<file path="src/rtl/audio_pkg.sv">
// ---------------------------------------------------------------------------
// audio_pkg
// Shared audio definitions for the PCM/I2S blocks.
//   DEFAULT_NUMBER_OF_BITS : default PCM sample width
//   WS_LEFT / WS_RIGHT     : word-select encoding (0 = left, 1 = right)
//   i2s_state_t            : IDLE/RUN encoding of the I2S master sequencer
// ---------------------------------------------------------------------------
package audio_pkg;

    localparam int DEFAULT_NUMBER_OF_BITS = 8;

    localparam logic WS_LEFT  = 1'b0;
    localparam logic WS_RIGHT = 1'b1;

    typedef enum logic [0:0] {
        ST_IDLE = 1'b0,
        ST_RUN  = 1'b1
    } i2s_state_t;

endpackage

</file>
<file path="src/rtl/i2s_sck_gen.sv">
// ---------------------------------------------------------------------------
// i2s_sck_gen
// Bit-clock generator for an I2S master. While enabled, divides clk so that
// sck toggles every SCK_DIV clk cycles. While disabled the divider and sck
// are held at 0, so re-enabling always starts with a full low half-period.
//   clk, reset    : system clock, synchronous active-high reset
//   enable        : run the divider
//   sck           : registered bit clock
//   shift_event   : high in the cycle whose closing edge takes sck 1->0;
//                   the consumer updates its serial outputs on that edge
// ---------------------------------------------------------------------------
module i2s_sck_gen #(
    parameter int SCK_DIV = 2
) (
    input  logic clk,
    input  logic reset,
    input  logic enable,
    output logic sck,
    output logic shift_event
);

    localparam int DIV_W = (SCK_DIV > 1) ? $clog2(SCK_DIV) : 1;
    localparam logic [DIV_W-1:0] DIV_ZERO = DIV_W'(0);
    localparam logic [DIV_W-1:0] DIV_ONE  = DIV_W'(1);
    localparam logic [DIV_W-1:0] DIV_LAST = DIV_W'(SCK_DIV - 1);

    logic [DIV_W-1:0] div_cnt_r;
    logic             sck_r;
    logic             wrap_s;

    assign wrap_s      = enable && (div_cnt_r == DIV_LAST);
    assign shift_event = wrap_s && sck_r;
    assign sck         = sck_r;

    // Divider counter and bit-clock toggle
    always_ff @(posedge clk) begin
        if (reset) begin
            div_cnt_r <= DIV_ZERO;
            sck_r     <= 1'b0;
        end else if (!enable) begin
            div_cnt_r <= DIV_ZERO;
            sck_r     <= 1'b0;
        end else if (wrap_s) begin
            div_cnt_r <= DIV_ZERO;
            sck_r     <= ~sck_r;
        end else begin
            div_cnt_r <= div_cnt_r + DIV_ONE;
        end
    end

endmodule

</file>
<file path="src/rtl/pcm_to_i2s.sv">
// ---------------------------------------------------------------------------
// pcm_to_i2s
// Serialises left/right PCM sample pairs into an I2S master stream.
// One pair per frame is accepted over valid/ready into a staging register
// and copied into the frame register at each frame start. A frame start
// with nothing staged sends a muted (all-zero) frame and pulses underrun.
//   clk, reset                  : system clock, synchronous active-high reset
//   sample_left/right           : two's complement PCM samples
//   sample_valid / sample_ready : producer handshake (ready = staging empty)
//   sck, ws, sd                 : I2S bit clock, word select, serial data
//   frame_start                 : one-cycle pulse on every frame load
//   underrun                    : one-cycle pulse on a muted frame start
//   underrun_count              : saturating muted-frame count, present
//                                 only when PCM_TO_I2S_UNDERRUN_COUNT_EN
//                                 is defined
// ---------------------------------------------------------------------------
module pcm_to_i2s
    import audio_pkg::*;
#(
    parameter int NUMBER_OF_BITS = DEFAULT_NUMBER_OF_BITS,
    parameter int SLOT_BITS      = 16,
    parameter int SCK_DIV        = 2
) (
    input  logic                      clk,
    input  logic                      reset,
    input  logic [NUMBER_OF_BITS-1:0] sample_left,
    input  logic [NUMBER_OF_BITS-1:0] sample_right,
    input  logic                      sample_valid,
    output logic                      sample_ready,
    output logic                      sck,
    output logic                      ws,
    output logic                      sd,
    output logic                      frame_start,
    output logic                      underrun
`ifdef PCM_TO_I2S_UNDERRUN_COUNT_EN
    ,
    output logic [15:0]               underrun_count
`endif
);

    localparam int CNT_W = $clog2(2 * SLOT_BITS);
    localparam logic [CNT_W-1:0] CNT_ZERO    = CNT_W'(0);
    localparam logic [CNT_W-1:0] CNT_ONE     = CNT_W'(1);
    localparam logic [CNT_W-1:0] CNT_LAST    = CNT_W'(2 * SLOT_BITS - 1);
    localparam logic [CNT_W-1:0] SLOT_LEN    = CNT_W'(SLOT_BITS);
    localparam logic [CNT_W-1:0] LAST_DATA_K = CNT_W'(NUMBER_OF_BITS);
    localparam logic [NUMBER_OF_BITS-1:0] SAMPLE_ZERO = {NUMBER_OF_BITS{1'b0}};
    localparam logic [NUMBER_OF_BITS-1:0] SAMPLE_ONE  = NUMBER_OF_BITS'(1);

    i2s_state_t                state_r, state_s;
    logic                      staged_full_r, staged_full_s;
    logic [NUMBER_OF_BITS-1:0] staged_left_r, staged_left_s;
    logic [NUMBER_OF_BITS-1:0] staged_right_r, staged_right_s;
    logic [NUMBER_OF_BITS-1:0] frame_left_r, frame_left_s;
    logic [NUMBER_OF_BITS-1:0] frame_right_r, frame_right_s;
    logic [CNT_W-1:0]          bit_cnt_r, bit_cnt_s;
    logic                      ws_r, ws_s;
    logic                      sd_r, sd_s;
    logic                      frame_start_r, frame_start_s;
    logic                      underrun_r, underrun_s;

    logic                      accept_s;
    logic                      sck_enable_s;
    logic                      shift_event_s;
    logic [CNT_W-1:0]          next_bit_s;
    logic [CNT_W-1:0]          slot_pos_s;
    logic                      next_ws_s;
    logic                      next_sd_s;
    logic [NUMBER_OF_BITS-1:0] chan_s;
    logic [NUMBER_OF_BITS-1:0] bit_mask_s;

    assign accept_s     = sample_valid && !staged_full_r;
    assign sck_enable_s = (state_r == ST_RUN);

    i2s_sck_gen #(
        .SCK_DIV (SCK_DIV)
    ) u_sck_gen (
        .clk         (clk),
        .reset       (reset),
        .enable      (sck_enable_s),
        .sck         (sck),
        .shift_event (shift_event_s)
    );

    // Look-ahead of ws/sd for the bit position entered on the next shift
    always_comb begin
        next_bit_s = CNT_ZERO;
        slot_pos_s = CNT_ZERO;
        next_ws_s  = WS_LEFT;
        chan_s     = frame_left_r;
        bit_mask_s = SAMPLE_ZERO;
        if (bit_cnt_r == CNT_LAST) begin
            next_bit_s = CNT_ZERO;
        end else begin
            next_bit_s = bit_cnt_r + CNT_ONE;
        end
        if (next_bit_s >= SLOT_LEN) begin
            next_ws_s  = WS_RIGHT;
            slot_pos_s = next_bit_s - SLOT_LEN;
            chan_s     = frame_right_r;
        end else begin
            next_ws_s  = WS_LEFT;
            slot_pos_s = next_bit_s;
            chan_s     = frame_left_r;
        end
        // Slot position 0 is the one-SCK WS lead; data sits at 1..NUMBER_OF_BITS
        if ((slot_pos_s != CNT_ZERO) && (slot_pos_s <= LAST_DATA_K)) begin
            bit_mask_s = SAMPLE_ONE << (LAST_DATA_K - slot_pos_s);
        end else begin
            bit_mask_s = SAMPLE_ZERO;
        end
        next_sd_s = |(chan_s & bit_mask_s);
    end

    // Sequencer next state: frame loads, bit advance, staging handshake
    always_comb begin
        state_s        = state_r;
        staged_full_s  = staged_full_r;
        staged_left_s  = staged_left_r;
        staged_right_s = staged_right_r;
        frame_left_s   = frame_left_r;
        frame_right_s  = frame_right_r;
        bit_cnt_s      = bit_cnt_r;
        ws_s           = ws_r;
        sd_s           = sd_r;
        frame_start_s  = 1'b0;
        underrun_s     = 1'b0;
        case (state_r)
            ST_IDLE: begin
                if (staged_full_r) begin
                    state_s       = ST_RUN;
                    frame_left_s  = staged_left_r;
                    frame_right_s = staged_right_r;
                    staged_full_s = 1'b0;
                    bit_cnt_s     = CNT_ZERO;
                    ws_s          = WS_LEFT;
                    sd_s          = 1'b0;
                    frame_start_s = 1'b1;
                end else begin
                    state_s = ST_IDLE;
                end
            end
            ST_RUN: begin
                if (shift_event_s) begin
                    bit_cnt_s = next_bit_s;
                    ws_s      = next_ws_s;
                    sd_s      = next_sd_s;
                    if (next_bit_s == CNT_ZERO) begin
                        frame_start_s = 1'b1;
                        if (staged_full_r) begin
                            frame_left_s  = staged_left_r;
                            frame_right_s = staged_right_r;
                            staged_full_s = 1'b0;
                        end else begin
                            frame_left_s  = SAMPLE_ZERO;
                            frame_right_s = SAMPLE_ZERO;
                            underrun_s    = 1'b1;
                        end
                    end else begin
                        frame_start_s = 1'b0;
                    end
                end else begin
                    bit_cnt_s = bit_cnt_r;
                end
            end
            default: begin
                state_s = ST_IDLE;
            end
        endcase
        // Accept only when staging is empty, so it never collides with a load
        if (accept_s) begin
            staged_full_s  = 1'b1;
            staged_left_s  = sample_left;
            staged_right_s = sample_right;
        end else begin
            staged_full_s = staged_full_s;
        end
    end

    // Sequencer and output registers
    always_ff @(posedge clk) begin
        if (reset) begin
            state_r        <= ST_IDLE;
            staged_full_r  <= 1'b0;
            staged_left_r  <= SAMPLE_ZERO;
            staged_right_r <= SAMPLE_ZERO;
            frame_left_r   <= SAMPLE_ZERO;
            frame_right_r  <= SAMPLE_ZERO;
            bit_cnt_r      <= CNT_ZERO;
            ws_r           <= WS_LEFT;
            sd_r           <= 1'b0;
            frame_start_r  <= 1'b0;
            underrun_r     <= 1'b0;
        end else begin
            state_r        <= state_s;
            staged_full_r  <= staged_full_s;
            staged_left_r  <= staged_left_s;
            staged_right_r <= staged_right_s;
            frame_left_r   <= frame_left_s;
            frame_right_r  <= frame_right_s;
            bit_cnt_r      <= bit_cnt_s;
            ws_r           <= ws_s;
            sd_r           <= sd_s;
            frame_start_r  <= frame_start_s;
            underrun_r     <= underrun_s;
        end
    end

    assign sample_ready = ~staged_full_r;
    assign ws           = ws_r;
    assign sd           = sd_r;
    assign frame_start  = frame_start_r;
    assign underrun     = underrun_r;

`ifdef PCM_TO_I2S_UNDERRUN_COUNT_EN
    logic [15:0] underrun_count_r;

    // Saturating tally of muted frames, cleared only by reset
    always_ff @(posedge clk) begin
        if (reset) begin
            underrun_count_r <= 16'h0000;
        end else if (underrun_s && (underrun_count_r != 16'hFFFF)) begin
            underrun_count_r <= underrun_count_r + 16'h0001;
        end
    end

    assign underrun_count = underrun_count_r;
`endif

endmodule
</file>
<file path="config.mk">
export PLATFORM = sky130hd
export DESIGN_NAME = pcm_to_i2s
export DESIGN_NICKNAME = d
export VERILOG_FILES = /design/src/rtl/audio_pkg.sv /design/src/rtl/i2s_sck_gen.sv /design/src/rtl/pcm_to_i2s.sv
export SDC_FILE = /design/constraint.sdc
export NUM_CORES = 1
export LEC_CHECK = 0
export CAP_MARGIN = 20
export CORE_MARGIN = 8
export CORE_UTILIZATION = 43
export CTS_CLUSTER_SIZE = 12
export DETAILED_ROUTE_END_ITERATION = 6
export GPL_ROUTABILITY_DRIVEN = 0
export PLACE_DENSITY = 0.78
export SYNTH_ARGS = -nofsm -noshare
export SYNTH_HDL_FRONTEND = slang
export SYNTH_HIERARCHICAL = 1
export SYNTH_SLANG_ARGS = --single-unit
</file>
<file path="constraint.sdc">
create_clock -name clk -period 2.4 [get_ports clk]
set_input_delay 0.36 -clock clk [delete_from_list [all_inputs] [get_ports clk]]
set_output_delay 0.36 -clock clk [all_outputs]
set_load 0.01 [all_outputs]
</file>
==> summary.md <==
| Metric | Value |
|---|---|
| First-pass GRT wire length | `~6.3 mm` |
| Leading area contributor after synthesis | `dfxtp_1` |
| Top-count cell post-synth | `dfxtp_1` |
| Tmin final | `2.189 ns` |
| Slew margin rel. | `0.5618` |
| Maximum clock rate | `0.4569 GHz` |
| Top area cells in the synthesized netlist | `dfxtp_1 48%, nand2_1 8.8%, a21oi_1 5.6%, mux4_2 4.8%, a22o_1 4.7%` |
| Vias in the first global route | `around 1400` |
| Dominant synthesized flop cell | `dfxtp_1` |
| Ys async rst share | `0` |
| Layout Skew | `about 0.003 ns` |
| Outcome | `completed` |
| Number of fill cells | `398` |
| Sequential-to-total area share from yosys stat | `0.4806` |
| Syn Inst Count | `197` |
| Worst Path Max Fanout | `16` |
| Setup TNS | `0 ns` |
| Deepest clock path buffer count | `2` |
| EDFF count, synth | `0` |
| Final setup viols | `0` |
| Routed Antenna Nets | `0` |
| Post-synth top area share | `0.4806` |
| Global router's overall resource usage | `0.1185` |
| Hold path start | `u_sck_gen/div_cnt_r` |
| Share of layout cells above drive strength 1 | `0.1681` |
| Hold Crit Class | `register to register` |
| Final-stage net count | `around 250` |
| Slew at the pin closest to its max-slew limit | `between 0.6 and 0.7 ns` |
| Clock transition at the registers of the reported paths | `0.08 ns` |
| Clock root buffer | `clkbuf_8` |
| Final Util | `0.5352` |
| Multi-input logic area | `899.6 um^2` |
| Setup bufs post-CTS | `0` |
| # H-tree levels | `2` |
| Number of instances in the placed design | `270` |
| Initial drt markers | `90` |
| Max VDD drop | `411.9 uV` |
| DRT Pass-1 Iters | `4` |
| Worst Path Required | `~2.6 ns` |
| Critical-path top delay cell | `a211oi_4` |
| Layout area overhead | `21.76%` |
| CTS tree | `yes` |
| Routed vias/inst | `5.270` |
| Core box area | `4264 um^2` |
| Mapped cell area | `1874 um^2` |
| Worst setup path class | `register to register` |
| Die Ht | `a little over 80 um` |
| Worst-skew pair later-pin latency | `0.30 ns` |
| Yosys warns | `6` |
| Synth Register Bits | `45` |
| Syn_nets | `between 200 and 250` |
| # rows | `24` |
| Chip width | `just over 80 um` |
| Crit path launch | `bit_cnt_r[0]` |
| Initial Util | `0.4396` |
| Final Hold Vio Count | `0` |
| Number of I/O pins | `25` |
| DR vias | `1465` |
| Finished Layout Cells | `278` |
| Reg area | `900.9 um^2` |
| Worst reg2reg path startpoint | `bit_cnt_r[0]` |
| Drt total wl | `3.696 mm` |
| Overflow after GRT | `0` |
| Num CTS Buffers | `5` |
| Startpoint types | `register` |
| Cell Chain, Critical Path | `ha_1 -> and3_1 -> ha_2 -> nor2b_1 -> mux2_4 -> nor4_4 -> a211oi_4 -> a22o_2` |
| Initial antenna violation count | `0` |
| Clk sinks | `45` |
| Largest net degree at the start of global routing | `30` |
| CP arrival | `~2.4 ns` |
| Hpwl dp | `about 2.7 mm` |
| Crit path largest cell delay | `0.61 ns` |
| WL/cell | `13.29 um` |
| Syn_area_per_cell | `9.514 um^2` |
| Cell variety after synth | `37` |
| Drt drc | `0` |
| Ant. Diodes | `0` |
| Commonest cells post-synth | `45 x dfxtp_1, 44 x nand2_1, 21 x a21oi_1` |
| Final period util | `0.9119` |
| Max-cap violations | `0` |
| Final Max Tran Viols | `0` |
| P_leak | `roughly 0.84 nW` |
| Pwr dens | `602.2 nW/um^2` |
| CP Capture Type | `register` |
| Number of port buffers | `24` |
| RSZ-0062 raised after global routing | `no` |
| DIE AREA | `6727 um^2` |
[sequential cells by signal, summed over array words and instances, names as in the netlist]
register	flops
bit_cnt_r	5
frame_left_r	8
frame_right_r	8
frame_start	1
sck_enable_s	1
sd	1
staged_full_r	1
staged_left_r	8
staged_right_r	8
u_sck_gen/div_cnt_r	1
u_sck_gen/sck	1
underrun	1
ws	1
[cells by family (layout without fill, tap and decap cells)]
group / count (synthesis) / in the layout / synth area share
buffers and inverters: 16 / 45 / 0.04473
AOI/OAI and AO/OA: 51 / 51 / 0.2016
muxes: 6 / 6 / 0.06208
and+or+nand+nor: 73 / 73 / 0.1789
DFF: 45 / 45 / 0.4806
adders and majority gates: 2 / 2 / 0.01335
xor gates and xnor gates: 4 / 4 / 0.01869
[final timing paths]
| path | to | slack, ns | cells past startpoint |
|---|---|---|---|
| worst max-delay path | frame_right_r[7] | 0.21 | 8 |
| worst min-delay path | u_sck_gen/div_cnt_r | 0.45 | 1 |
| worst max register to register | frame_right_r[7] | 0.21 | 8 |
| worst min register to register | u_sck_gen/div_cnt_r | 0.45 | 1 |
[final cells by class]
class / count / area share
Sequential cell: 45 / 0.3947
Multi-Input combinational cell: 136 / 0.3942
Timing Repair Buffer: 34 / 0.1382
Clock buffer: 5 / 0.03015
Tap cell: 52 / 0.02851
Clock inverter: 3 / 0.009320
Inverter: 3 / 0.004934
[cell usage in the layout (no fill, tap or decap), types with 2 or more instances in the layout]
cell type         n
dfxtp_1          45
nand2_1          44
clkdlybuf4s50_1  24
a21oi_1          21
nor2_1           13
a22o_1           10
buf_4            10
a22o_2            6
nor2b_1           5
clkbuf_8          5
mux4_2            4
xnor2_1           4
inv_1             3
a22oi_1           3
and3_1            2
o21ai_0           2
a32oi_1           2
[critical path, delay by kind of cell (launching register included)]
| family | cells | cell delay (ns) |
|---|---|---|
| DFF | 1 | 0.32 |
| and+or+nand+nor | 3 | 0.36 |
| adders and majority gates | 2 | 0.41 |
| AOI/OAI and AO/OA | 2 | 0.85 |
| muxes | 1 | 0.19 |
[report_power, final]
part	internal (mW)	switching [mW]	total, mW
clock network	0.207	0.265	0.471
registers	0.772	0.0180	0.790
logic	0.0588	0.0545	0.113
[per-layer routing]
metal  global-route usage  wire length, um  up-vias
li1                     -                -      745
met1               0.1487             1754      676
met2               0.1839             1707       39
met3              0.03720              188        5
met4              0.04912               45        0
met5                    0                0        -
[per-stage QoR]
| step | worst slack (ns) | cell area [um^2] | hold WS (ns) | power [mW] |
|---|---|---|---|---|
| 2_1_floorplan | 0.1102 | 1878 | 0.4218 | 0.8695 |
| 3_3_place_gp | 0.03266 | 2185 | 0.4327 | 0.9174 |
| 3_5_place_dp | -0.02942 | 2185 | 0.4420 | 0.9196 |
| 4_1_cts | 0.2009 | 2282 | 0.4576 | 1.382 |
| 5_1_grt | 0.06336 | 2282 | 0.4758 | 1.431 |
| 6_report | 0.2114 | 2282 | 0.4548 | 1.374 |
[what timing repair did]
item | CTS | global route
hold buffers | 0 | 0
setup endpoints to repair | 16 | 0
gates resized for setup | 1 | 0
Note: power is estimated with default switching activity, not from simulation.
